$ cat config.mk
export PLATFORM = sky130hd
export DESIGN_NAME = sprime_block_fetch
export DESIGN_NICKNAME = d
export VERILOG_FILES = /design/src/rtl/sprime_block_fetch.sv
export SDC_FILE = /design/constraint.sdc
export NUM_CORES = 1
export LEC_CHECK = 0
export BUFFER_PORTS_ARGS = -buffer_cell sky130_fd_sc_hd__clkbuf_2
export CAP_MARGIN = 20
export CORE_MARGIN = 3
export CORE_UTILIZATION = 28
export DETAILED_ROUTE_END_ITERATION = 7
export GPL_TIMING_DRIVEN = 0
export SETUP_SLACK_MARGIN = 0.4
export SLEW_MARGIN = 20
export SYNTH_ARGS = -nofsm -noshare
export SYNTH_HDL_FRONTEND = slang
export SYNTH_SLANG_ARGS = --single-unit
$ cat constraint.sdc
create_clock -name CLOCK_50_I -period 3.78 [get_ports CLOCK_50_I]
set_clock_uncertainty 0.15 [all_clocks]
set_input_delay 0.378 -clock CLOCK_50_I [delete_from_list [all_inputs] [get_ports CLOCK_50_I]]
set_output_delay 0.378 -clock CLOCK_50_I [all_outputs]
set_load 0.1 [all_outputs]
$ cat src/rtl/sprime_block_fetch.sv
// Copies one 8x8 block of 16-bit S' coefficients from SRAM into the IDCT DPRAM,
// sign-extending each word to 32 bits on the way through.
module sprime_block_fetch #(
   parameter logic [17:0] Y_BASE  = 18'd76800,
   parameter logic [17:0] U_BASE  = 18'd153600,
   parameter logic [17:0] V_BASE  = 18'd192000,
   parameter logic [8:0]  DP_BASE = 9'd0
) (
   input  logic        CLOCK_50_I,
   input  logic        resetn,
   input  logic        start,
   input  logic [1:0]  plane,
   input  logic [5:0]  block_col,
   input  logic [4:0]  block_row,
   output logic [17:0] SRAM_address,
   output logic        SRAM_we_n,
   output logic [15:0] SRAM_write_data,
   input  logic [15:0] SRAM_read_data,
   output logic [8:0]  DP_address,
   output logic [31:0] DP_write_data,
   output logic        DP_write_en,
   output logic        busy,
   output logic        done,
   output logic        err
);

   typedef enum logic [1:0] {
      S_IDLE,
      S_READ,
      S_DRAIN,
      S_DONE
   } state_t;

   state_t      state_reg, state_next;
   logic [1:0]  plane_reg;
   logic [5:0]  col_reg;
   logic [4:0]  row_reg;
   logic        err_reg;
   logic [5:0]  cnt_reg;
   logic        drain_reg;
   logic [17:0] addr_hold_reg;
   logic        p1_valid_reg;
   logic [5:0]  p1_idx_reg;

   logic        req_ok;
   logic [7:0]  row_line;
   logic [17:0] line_ext;
   logic [17:0] line_off;
   logic [17:0] col_off;
   logic [17:0] base_sel;
   logic [17:0] addr_calc;

   // Request validation works on the live inputs; only meaningful in IDLE.
   always_comb begin
      req_ok = 1'b0;
      case (plane)
         2'd0:    req_ok = (block_row <= 5'd29) && (block_col <= 6'd39);
         2'd1,
         2'd2:    req_ok = (block_row <= 5'd29) && (block_col <= 6'd19);
         default: req_ok = 1'b0;
      endcase
   end

   // Picture line = row*8 + r; strides 320 and 160 are built from shift-adds.
   assign row_line = {row_reg, cnt_reg[5:3]};
   assign line_ext = {10'd0, row_line};
   assign col_off  = {9'd0, col_reg, cnt_reg[2:0]};

   always_comb begin
      base_sel = Y_BASE;
      line_off = (line_ext << 8) + (line_ext << 6);
      case (plane_reg)
         2'd1: begin
            base_sel = U_BASE;
            line_off = (line_ext << 7) + (line_ext << 5);
         end
         2'd2: begin
            base_sel = V_BASE;
            line_off = (line_ext << 7) + (line_ext << 5);
         end
         default: begin
            base_sel = Y_BASE;
            line_off = (line_ext << 8) + (line_ext << 6);
         end
      endcase
   end

   assign addr_calc = base_sel + line_off + col_off;

   // Address is live during READ so element 0 goes out in the cycle right after start.
   assign SRAM_address    = (state_reg == S_READ) ? addr_calc : addr_hold_reg;
   assign SRAM_we_n       = 1'b1;
   assign SRAM_write_data = 16'd0;

   assign DP_write_data = {{16{SRAM_read_data[15]}}, SRAM_read_data};

   assign busy = (state_reg != S_IDLE);
   assign done = (state_reg == S_DONE);
   assign err  = (state_reg == S_DONE) && err_reg;

   always_comb begin
      state_next = state_reg;
      case (state_reg)
         S_IDLE: begin
            if (start) begin
               state_next = req_ok ? S_READ : S_DONE;
            end
         end
         S_READ: begin
            if (cnt_reg == 6'd63) begin
               state_next = S_DRAIN;
            end
         end
         S_DRAIN: begin
            if (drain_reg) begin
               state_next = S_DONE;
            end
         end
         S_DONE: begin
            state_next = S_IDLE;
         end
         default: begin
            state_next = S_IDLE;
         end
      endcase
   end

   always_ff @(posedge CLOCK_50_I or negedge resetn) begin
      if (!resetn) begin
         state_reg <= S_IDLE;
      end else begin
         state_reg <= state_next;
      end
   end

   // Request latch and issue-side counters.
   always_ff @(posedge CLOCK_50_I or negedge resetn) begin
      if (!resetn) begin
         plane_reg     <= 2'd0;
         col_reg       <= 6'd0;
         row_reg       <= 5'd0;
         err_reg       <= 1'b0;
         cnt_reg       <= 6'd0;
         drain_reg     <= 1'b0;
         addr_hold_reg <= 18'd0;
      end else begin
         if ((state_reg == S_IDLE) && start) begin
            plane_reg <= plane;
            col_reg   <= block_col;
            row_reg   <= block_row;
            err_reg   <= !req_ok;
         end
         if (state_reg == S_READ) begin
            cnt_reg       <= cnt_reg + 6'd1;
            addr_hold_reg <= addr_calc;
         end else begin
            cnt_reg <= 6'd0;
         end
         drain_reg <= (state_reg == S_DRAIN) ? !drain_reg : 1'b0;
      end
   end

   // Two-stage delay of the issue index lines the DPRAM write up with the SRAM latency.
   always_ff @(posedge CLOCK_50_I or negedge resetn) begin
      if (!resetn) begin
         p1_valid_reg <= 1'b0;
         p1_idx_reg   <= 6'd0;
         DP_write_en  <= 1'b0;
         DP_address   <= 9'd0;
      end else begin
         p1_valid_reg <= (state_reg == S_READ);
         p1_idx_reg   <= cnt_reg;
         DP_write_en  <= p1_valid_reg;
         if (p1_valid_reg) begin
            DP_address <= DP_BASE + {3'd0, p1_idx_reg};
         end
      end
   end

endmodule

Word level (Yosys, flattened, before mapping)
Index checks and enable logic that the tools add are counted.
{"block": "word_totals", "ff_bits": 55, "inputBits": 32, "out_inout_bits": 80, "wordCells": 54}
{"block": "classes", "addsub": 5, "order_cmp": 3, "eq_ne": 11, "mux": 11, "n_reduce_logical": 12}
{"op": "$mux W18", "n": 2}
{"op": "$pmux W18 S2", "n": 1}
{"op": "$add A18 B18 Y18", "n": 1}
{"op": "$add A18 B9 Y18", "n": 1}
{"op": "$add A16 B14 Y17", "n": 1}
{"op": "$add A15 B13 Y16", "n": 1}
{"op": "$eq A2 B2 Y1 const B", "n": 4}
{"op": "$mux W2", "n": 4}
{"op": "$pmux W2 S4", "n": 1}
{"op": "$add A6 B1 Y6 const B", "n": 1}
{"op": "$eq A2 B1 Y1 const B", "n": 3}
{"op": "$eq A6 B6 Y1 const B", "n": 1}
{"op": "$le A6 B5 Y1 const B", "n": 1}
{"op": "$le A6 B6 Y1 const B", "n": 1}
{"op": "$mux W6", "n": 1}
{"op": "$le A5 B5 Y1 const B", "n": 1}
{"op": "$logic_and A1 B1 Y1", "n": 4}
{"op": "$logic_not A2 Y1", "n": 2}
{"op": "$ne A2 B2 Y1 const B", "n": 2}
{"op": "$reduce_or A2 Y1", "n": 2}
{"op": "$reduce_and A3 Y1", "n": 1}
{"op": "$logic_not A1 Y1", "n": 2}
{"op": "$ne A2 B1 Y1 const B", "n": 1}
{"op": "$pmux W1 S2", "n": 1}
{"op": "2 further kinds", "n": 2}

Depth between registers and ports, before layout
Gate-level depths: netlist (run 1).
{"block": "logic_depth", "depth_word": 6, "mapped_depth": 15, "mapped_depth_nobuf": 15}

Least setup slack after synthesis (run 1)
No wires, ideal clock.
{"block": "synth_path", "kind": "flip-flop to output port", "startpoint": "register cnt_reg[3]", "endpoint": "output SRAM_address[16]", "t_arrival_ps": 4892, "t_required_ps": 3252, "setup_slack_ps": -1640, "stages_incl_launch_ff": 14, "n_path_buf": 0, "path_cell_list": "dfrtp_1 > ha_1 > inv_1 > fa_1 > nand2b_1 > a21oi_1 > o21ai_0 > nand2b_1 > xnor2_1 > o21ai_0 > ha_1 > o41a_1 > o2111a_1 > o31ai_1"}
{"block": "synth_via", "elab_chain_len": 5, "word_cells_on_any_way": 6, "cone_classes": "add/sub (4); mux (2)"}
{"element": "start, declared", "line": "39", "rtl": "logic [5:0] cnt_reg;"}
{"element": "start signal, assigned", "line": "154", "rtl": "cnt_reg <= cnt_reg + 6'd1;"}
{"element": "$add A16 B14 Y17 or $add A15 B13 Y16 (tied branches)", "line": "83, 75, 79"}
{"element": "$mux W18 (*)"}
{"element": "$add A18 B18 Y18 (*)", "line": "88", "rtl": "assign addr_calc = base_sel + line_off + col_off;"}
{"element": "$add A18 B9 Y18 (*)", "line": "88"}
{"element": "$mux W18 (*)", "line": "91", "rtl": "assign SRAM_address = (state_reg == S_READ) ? addr_calc : addr_hold_reg;"}
{"element": "end, declared", "line": "15", "rtl": "output logic [17:0] SRAM_address,"}
Mark *: on every way between the ends. The rest lies on a longest branch, timed or not.

Worst setup path after layout (run 1)
{"block": "layout_path", "startpoint": "register plane_reg[1]", "endpoint": "output SRAM_address[15]"}
{"block": "layout_via", "elab_chain_len": 6, "word_cells_on_any_way": 8, "cone_classes": "add/sub (2); eq/ne (2); mux (3); reduce/logical (1)"}
{"element": "start, declared", "line": "35", "rtl": "logic [1:0] plane_reg;"}
{"element": "start signal, assigned", "line": "148", "rtl": "plane_reg <= plane;"}
{"element": "$eq A2 B2 Y1 or $eq A2 B1 Y1 (tied branches)", "line": "72", "rtl": "case (plane_reg)"}
{"element": "$reduce_or A2 Y1 (no line)"}
{"element": "$mux W18"}
{"element": "$add A18 B18 Y18 (*)", "line": "88"}
{"element": "$add A18 B9 Y18 (*)", "line": "88"}
{"element": "$mux W18 (*)", "line": "91"}
Marked as above.

==> metrics, run 1 <==
library cell contributing the largest single delay on the critical path=sky130_fd_sc_hd__dfrtp_1; I/O pin count=approximately 110; number of nets at the end of the flow=523; number of enable-type register cells in the synthesized netlist=0; biggest fanout along the worst timing path=6; final worst-path setup slack=-224 ps; Die Area=~0.014 mm²; Antenna Violating Nets Remaining=0; filler cell count=1117; area share of the largest cell type after synthesis=39.8%; slowest stage delay, CP=between 400 and 500 ps; cell total after placement=589; Yosys Warn Count=0; clock period minus final worst setup slack=4000 ps; fraction of layout cells with a size suffix above 1=approximately 53%; clk sinks=55; hold crit path type=input pin to async pin; number of cell rows=39; width of the die=117 µm; first-pass GRT wire length=12600 µm; pwr dens=between 200 and 300 mW/mm²; R2R cell count=13; setup repair after global routing missed its margin=true; Final HPWL DP=5800 µm; average wire length per cell after detail routing=between 10 and 15 µm; cell taking the most area after synthesis=sky130_fd_sc_hd__dfrtp_1; buffer type at the clock tree root=sky130_fd_sc_hd__clkbuf_16; Skew-Pair Late Insertion Delay=290 ps; most frequent standard cell in the layout excluding fill and tap cells=sky130_fd_sc_hd__buf_4; type of destination of the critical path=output pin; number of DRC violations after detailed routing=0; Netlist Area Pre-Place=0.00346 mm²; kind of launch point of the worst setup path=flop; max-slew violation count=0; gr usage total=11.4%; H-tree depth=2; synthesized instance count=332; count of input and output buffers=between 70 and 80; initial antenna violation count=0; Detailed Route Iter0 Violations=127; outcome=finished with violations; Highest Clock Rate=250 MHz; part of the cycle the worst path needs=106%; Critical Path Start=plane_reg[1]; count of TritonRoute iterations in the first routing pass=4; Finished Layout Cells=629; Worst Path Required=between 3000 and 4000 ps; headroom to the max-slew limit=51.0%; worst reg2reg startpoint=plane_reg[1]; proportion of synthesized chip area in sequential cells=39.8%; Post-synth ARST share=100%; post-synthesis to final-layout area growth=44.6%; destination of the worst register-to-register timing path=addr_hold_reg[15]; WL final=around 7900 µm; pin count of the biggest net entering global routing=between 50 and 60; worst vdd rail ir drop=0.165 mV; Mean Syn Cell Area=~10 µm²; routability cong.=0.827; slew at the pin closest to its max-slew limit=about 740 ps; post-synthesis sequential element count=between 50 and 60; clock buffers created by TritonCTS=5; max reg flops=18; Post-Route Hold Slack=13.7 ps; Worst EP arrival=roughly 3500 ps; leading post-synthesis cells by cell area=sky130_fd_sc_hd__dfrtp_1, sky130_fd_sc_hd__buf_4, sky130_fd_sc_hd__mux2_2, sky130_fd_sc_hd__ha_1, sky130_fd_sc_hd__xnor2_1; Clock Path Buffers=2; count of maximum capacitance violations=0; GRT Residual Overflow=0; ordered list of cells on the worst path=ha_4 > buf_6 > clkbuf_16 > nor2b_4 > ha_4 > fa_2 > a21o_1 > a21oi_2 > o21ai_2 > a211o_1 > a211o_1 > xor2_1 > mux2_4 > clkbuf_16; Via-to-Cell Ratio=4.32; count of distinct cell types in the synthesized netlist=46; prevailing post-synth register cell=sky130_fd_sc_hd__dfrtp_1; failing checks=negative setup slack; Finish-stage setup viols=6; capturing element of the worst setup path=SRAM_address[15]; Die Span Y=roughly 120 µm; core outline area=0.0118 mm²; worst reg-to-reg setup slack=530 ps; startpoint-to-endpoint class of the critical path=flop to output pin; via count=roughly 2.7k; Starting Density=29.4%; commonest cells after routing, fill and taps aside=sky130_fd_sc_hd__buf_4, sky130_fd_sc_hd__clkbuf_2, sky130_fd_sc_hd__dfrtp_1, sky130_fd_sc_hd__mux2_2, sky130_fd_sc_hd__conb_1; clock tree from TritonCTS=built; leakage power summed over all cells=2.50 nW; number of global-route vias before repair=between 2k and 3k; CTS clock-pin slew for the worst setup and hold paths=70 ps; Final Hold Viols=0; number of antenna diodes=0
cells in the mapped netlist, types with 13 or more instances:
cell type                 number
sky130_fd_sc_hd__xnor2_1      13
sky130_fd_sc_hd__dfrtp_1      55
sky130_fd_sc_hd__o21ai_0      15
sky130_fd_sc_hd__inv_1        14
sky130_fd_sc_hd__nand2_1      15
sky130_fd_sc_hd__a21oi_1      16
sky130_fd_sc_hd__mux2_2       31
sky130_fd_sc_hd__nor2_1       18
sky130_fd_sc_hd__ha_1         25
sky130_fd_sc_hd__buf_4        52
layout make-up:
class,count,area [µm²],area share [%]
Buffer,60,458,9.15
Clock buffer,6,139,2.78
Clock inverter,2,16.3,0.325
Inverter,15,60.1,1.20
Multi-Input combinational cell,220,1920,38.3
Sequential cell,55,1380,27.6
Tap cell,164,205,4.10
Timing Repair Buffer,107,831,16.6
layer usage:
layer / vias up / global-route usage (%) / share of wire, %
met1: 1269 / 15.2 / 44
met2: 97 / 19.0 / 48
met3: 8 / 2.42 / 6.0
li1: 1341 / - / -
met4: 0 / 2.52 / 1.1
met5: - / 0 / 0
timing repair:
| item | 4_1_cts | 5_1_grt |
|---|---|---|
| pin swaps | 13 | 11 |
| cloned | 0 | 0 |
| endpoints found under the setup margin | 14 | 18 |
| hold buffers | 0 | 0 |
| buffers inserted | 29 | 3 |
| gates resized for setup | 66 | 15 |
kinds of logic (layout without fill, tap and decap cells):
| kind of cell | after synthesis | after routing | share of synthesized area, % |
|---|---|---|---|
| adders and majority gates | 27 | 27 | 10.2 |
| other | 2 | 20 | 0.217 |
| muxes | 34 | 34 | 11.1 |
| buffers and inverters | 75 | 190 | 14.2 |
| AOI/OAI and AO/OA | 64 | 64 | 12.3 |
| and+or+nand+nor | 58 | 58 | 7.92 |
| xor gates and xnor gates | 17 | 17 | 4.30 |
| DFF | 55 | 55 | 39.8 |
critical path, delay by kind of cell (launching register included):
| family | cells | cell delay (ps) |
|---|---|---|
| compound gates | 5 | 1030 |
| fa+ha+maj | 3 | 800 |
| buf+inv | 3 | 460 |
| flops | 1 | 410 |
| mux | 1 | 280 |
| xor+xnor | 1 | 150 |
| simple gates | 1 | 40 |
report_power, final:
part           internal [W]  switching (W)  leakage (nW)  total [W]
logic             0.0000540       0.000250          1.75   0.000304
registers          0.000588              0         0.673   0.000588
clock network      0.000265       0.000212        0.0731   0.000477
per-stage QoR:
| step | setup slack, ps | utilization [%] | setup TNS, ps | power (W) | area, µm² |
|---|---|---|---|---|---|
| after floorplan | -72.6 | - | -72.6 | 0.000866 | 3640 |
| after global placement | -503 | 35.9 | -1740 | 0.000904 | 4220 |
| after detailed placement | -506 | 35.9 | -1730 | 0.000905 | 4220 |
| after CTS | -296 | 41.8 | -944 | 0.00138 | 4920 |
| after global routing | -344 | 42.5 | -1630 | 0.00141 | 5000 |
| final | -224 | 42.5 | -702 | 0.00137 | 5000 |
how the worst min path moves through the flow:
| stage | to | startpoint | cells after the start | slack, ps |
|---|---|---|---|---|
| 6_report | addr_hold_reg[15] | resetn | 1 | 10 |
| 3_5_place_dp | DP_write_en | p1_valid_reg | 0 | 210 |
| 2_1_floorplan | DP_address[0] | resetn | 0 | -70 |
| 4_1_cts | addr_hold_reg[14] | resetn | 1 | 60 |
| 5_1_grt | addr_hold_reg[14] | resetn | 1 | 80 |
| 3_3_place_gp | DP_write_en | p1_valid_reg | 0 | 210 |
Power figures use the tool's default switching activity.
==> run 2: changes to the inputs <==
--- a/config.mk
+++ b/config.mk
@@ -7,6 +7,7 @@
 export LEC_CHECK = 0
 export BUFFER_PORTS_ARGS = -buffer_cell sky130_fd_sc_hd__clkbuf_2
 export CAP_MARGIN = 20
+export CORE_ASPECT_RATIO = 1.1
 export CORE_MARGIN = 3
 export CORE_UTILIZATION = 28
 export DETAILED_ROUTE_END_ITERATION = 7
==> metrics, run 2 (synthesis gave the netlist of run 1 again) <==
count of maximum capacitance violations=0; number of antenna diodes=0; fraction of layout cells with a size suffix above 1=54.7%; GRT Residual Overflow=0; slowest stage delay, CP=420 ps; first-pass GRT wire length=12900 µm; Final HPWL DP=just under 6000 µm; summed area of non-filler cells in the final layout=about 0.005 mm²; share of power burned in the clock network=34.7%; via count=2668; outcome=finished with violations; Die Span Y=123 µm; routability cong.=0.791; number of cell rows=41; average wire length per cell after detail routing=13.1 µm; Highest Clock Rate=245 MHz; proportion of power drawn by combinational gates=22.2%; clk sinks=55; number of DRC violations after detailed routing=0; CTS clock-pin slew for the worst setup and hold paths=roughly 70 ps; commonest cells after routing, fill and taps aside=sky130_fd_sc_hd__buf_4, sky130_fd_sc_hd__clkbuf_2, sky130_fd_sc_hd__dfrtp_1, sky130_fd_sc_hd__mux2_2, sky130_fd_sc_hd__conb_1; Die Area=0.0137 mm²; ordered list of cells on the worst path=ha_4 > buf_6 > clkbuf_16 > nor2b_4 > ha_4 > fa_2 > a21o_1 > a21oi_2 > o21ai_2 > a211o_1 > a211o_1 > xor2_1 > mux2_4 > clkbuf_16; Via-to-Cell Ratio=4.37; failing checks=negative setup slack; worst vdd rail ir drop=roughly 0.22 mV; post-synthesis to final-layout area growth=43.6%; clock period minus final worst setup slack=between 4000 and 5000 ps; switching share of total power=34.5%; pwr dens=275 mW/mm²; cell area after placement=0.00420 mm²; core outline area=0.0117 mm²; worst reg-to-reg setup slack=460 ps; number of global-route vias before repair=roughly 2.7k; pre-CTS setup slack=-518 ps; Antenna Violating Nets Remaining=0; Finish-stage setup viols=6; final worst-path setup slack=-301 ps; buffer type at the clock tree root=sky130_fd_sc_hd__clkbuf_16; gr usage total=between 10 and 15%; Final Hold Viols=0; max-slew violation count=0; WL final=between 8000 and 9000 µm; share of total power in sequential cells=43.1%; count of TritonRoute iterations in the first routing pass=4; count of input and output buffers=75; Detailed Route Iter0 Violations=61; Total Negative Setup Slacks=-1080 ps; startpoint-to-endpoint class of the critical path=flop to output pin; initial antenna violation count=0; max reg flops=18; clock buffers created by TritonCTS=5; type of destination of the critical path=output pin; H-tree depth=2; part of the cycle the worst path needs=108%; kind of launch point of the worst setup path=flop; library cell contributing the largest single delay on the critical path=sky130_fd_sc_hd__dfrtp_1; headroom to the max-slew limit=49.8%; clock tree from TritonCTS=built; pin count of the biggest net entering global routing=56; Post-Route Hold Slack=13.8 ps; slew at the pin closest to its max-slew limit=753 ps; Worst Path Required=roughly 3300 ps; Net Sw Power=0.000472 W; post-route core utilization=a little over two fifths; most frequent standard cell in the layout excluding fill and tap cells=sky130_fd_sc_hd__buf_4; hold crit path type=input pin to async pin; Starting Density=~29%; leakage power summed over all cells=2.45 nW; internal power=0.000894 W; Clock Path Buffers=2; number of nets at the end of the flow=519; Skew-Pair Late Insertion Delay=300 ps; Worst EP arrival=3550 ps; width of the die=112 µm; biggest fanout along the worst timing path=6; setup repair after global routing missed its margin=true; I/O pin count=between 100 and 150
==> run 2: path summary, 6_finish.rpt <==
| check | start | endpoint | depth (start not counted) |
|---|---|---|---|
| setup / recovery | plane_reg[1] | SRAM_address[15] | 14 |
| hold / removal | resetn | addr_hold_reg[14] | 1 |
| setup reg to reg | plane_reg[1] | addr_hold_reg[15] | 13 |
| hold reg to reg | p1_valid_reg | DP_write_en | 0 |
| max in group asynchronous | resetn | cnt_reg[4] | 1 |
| min in group CLOCK_50_I | block_col[1] | col_reg[1] | 2 |
==> run 2: metrics by stage <==
step | cells | total power, W
2_1_floorplan | 350 | 0.000866
3_5_place_dp | 575 | 0.000904
3_3_place_gp | 575 | 0.000903
5_1_grt | 611 | 0.00141
6_report | 611 | 0.00137
4_1_cts | 601 | 0.00138
==> run 2: power by group through the flow <==
| stage | sequential, W | combinational (W) | clock (W) |
|---|---|---|---|
| after floorplan | 0.000600 | 0.000266 | 0 |
| after global placement | 0.000600 | 0.000304 | 0 |
| after detailed placement | 0.000600 | 0.000305 | 0 |
| after CTS | 0.000588 | 0.000305 | 0.000485 |
| after global routing | 0.000588 | 0.000315 | 0.000508 |
| final | 0.000588 | 0.000303 | 0.000474 |
==> run 2: worst max-delay path, delay by kind of cell (launching register included) <==
family	cells	cell delay, ps
AOI/OAI and AO/OA	5	1090
adders and majority gates	3	780
buffers and inverters	3	460
DFF	1	420
muxes	1	280
xor gates and xnor gates	1	170
and+or+nand+nor	1	40
==> run 2: final cells by class <==
cell class / instances / area (µm²)
multi-input combinational: 220 / 1970
sequential: 55 / 1380
inverter: 15 / 60.1
fill: 1089 / 6780
tap: 150 / 188
clock inverter: 3 / 27.5
timing repair buffer: 103 / 753
clock buffer: 5 / 125
buffer: 60 / 459
==> run 2: metal layers <==
layer	vias up	GRT usage [%]	share of wire (%)
met5	-	0	0
met4	0	3.08	1.0
met3	6	2.76	6.2
met2	82	20.0	49
met1	1243	14.0	43
li1	1337	-	-
==> run 2: timing repair <==
action                     4_1_cts  5_1_grt
hold endpoints to repair         0        0
hold buffers                     0        0
pin swaps                       18       26
setup endpoints to repair       14       21
gates resized for setup         48       42
setup buffers                   18       10
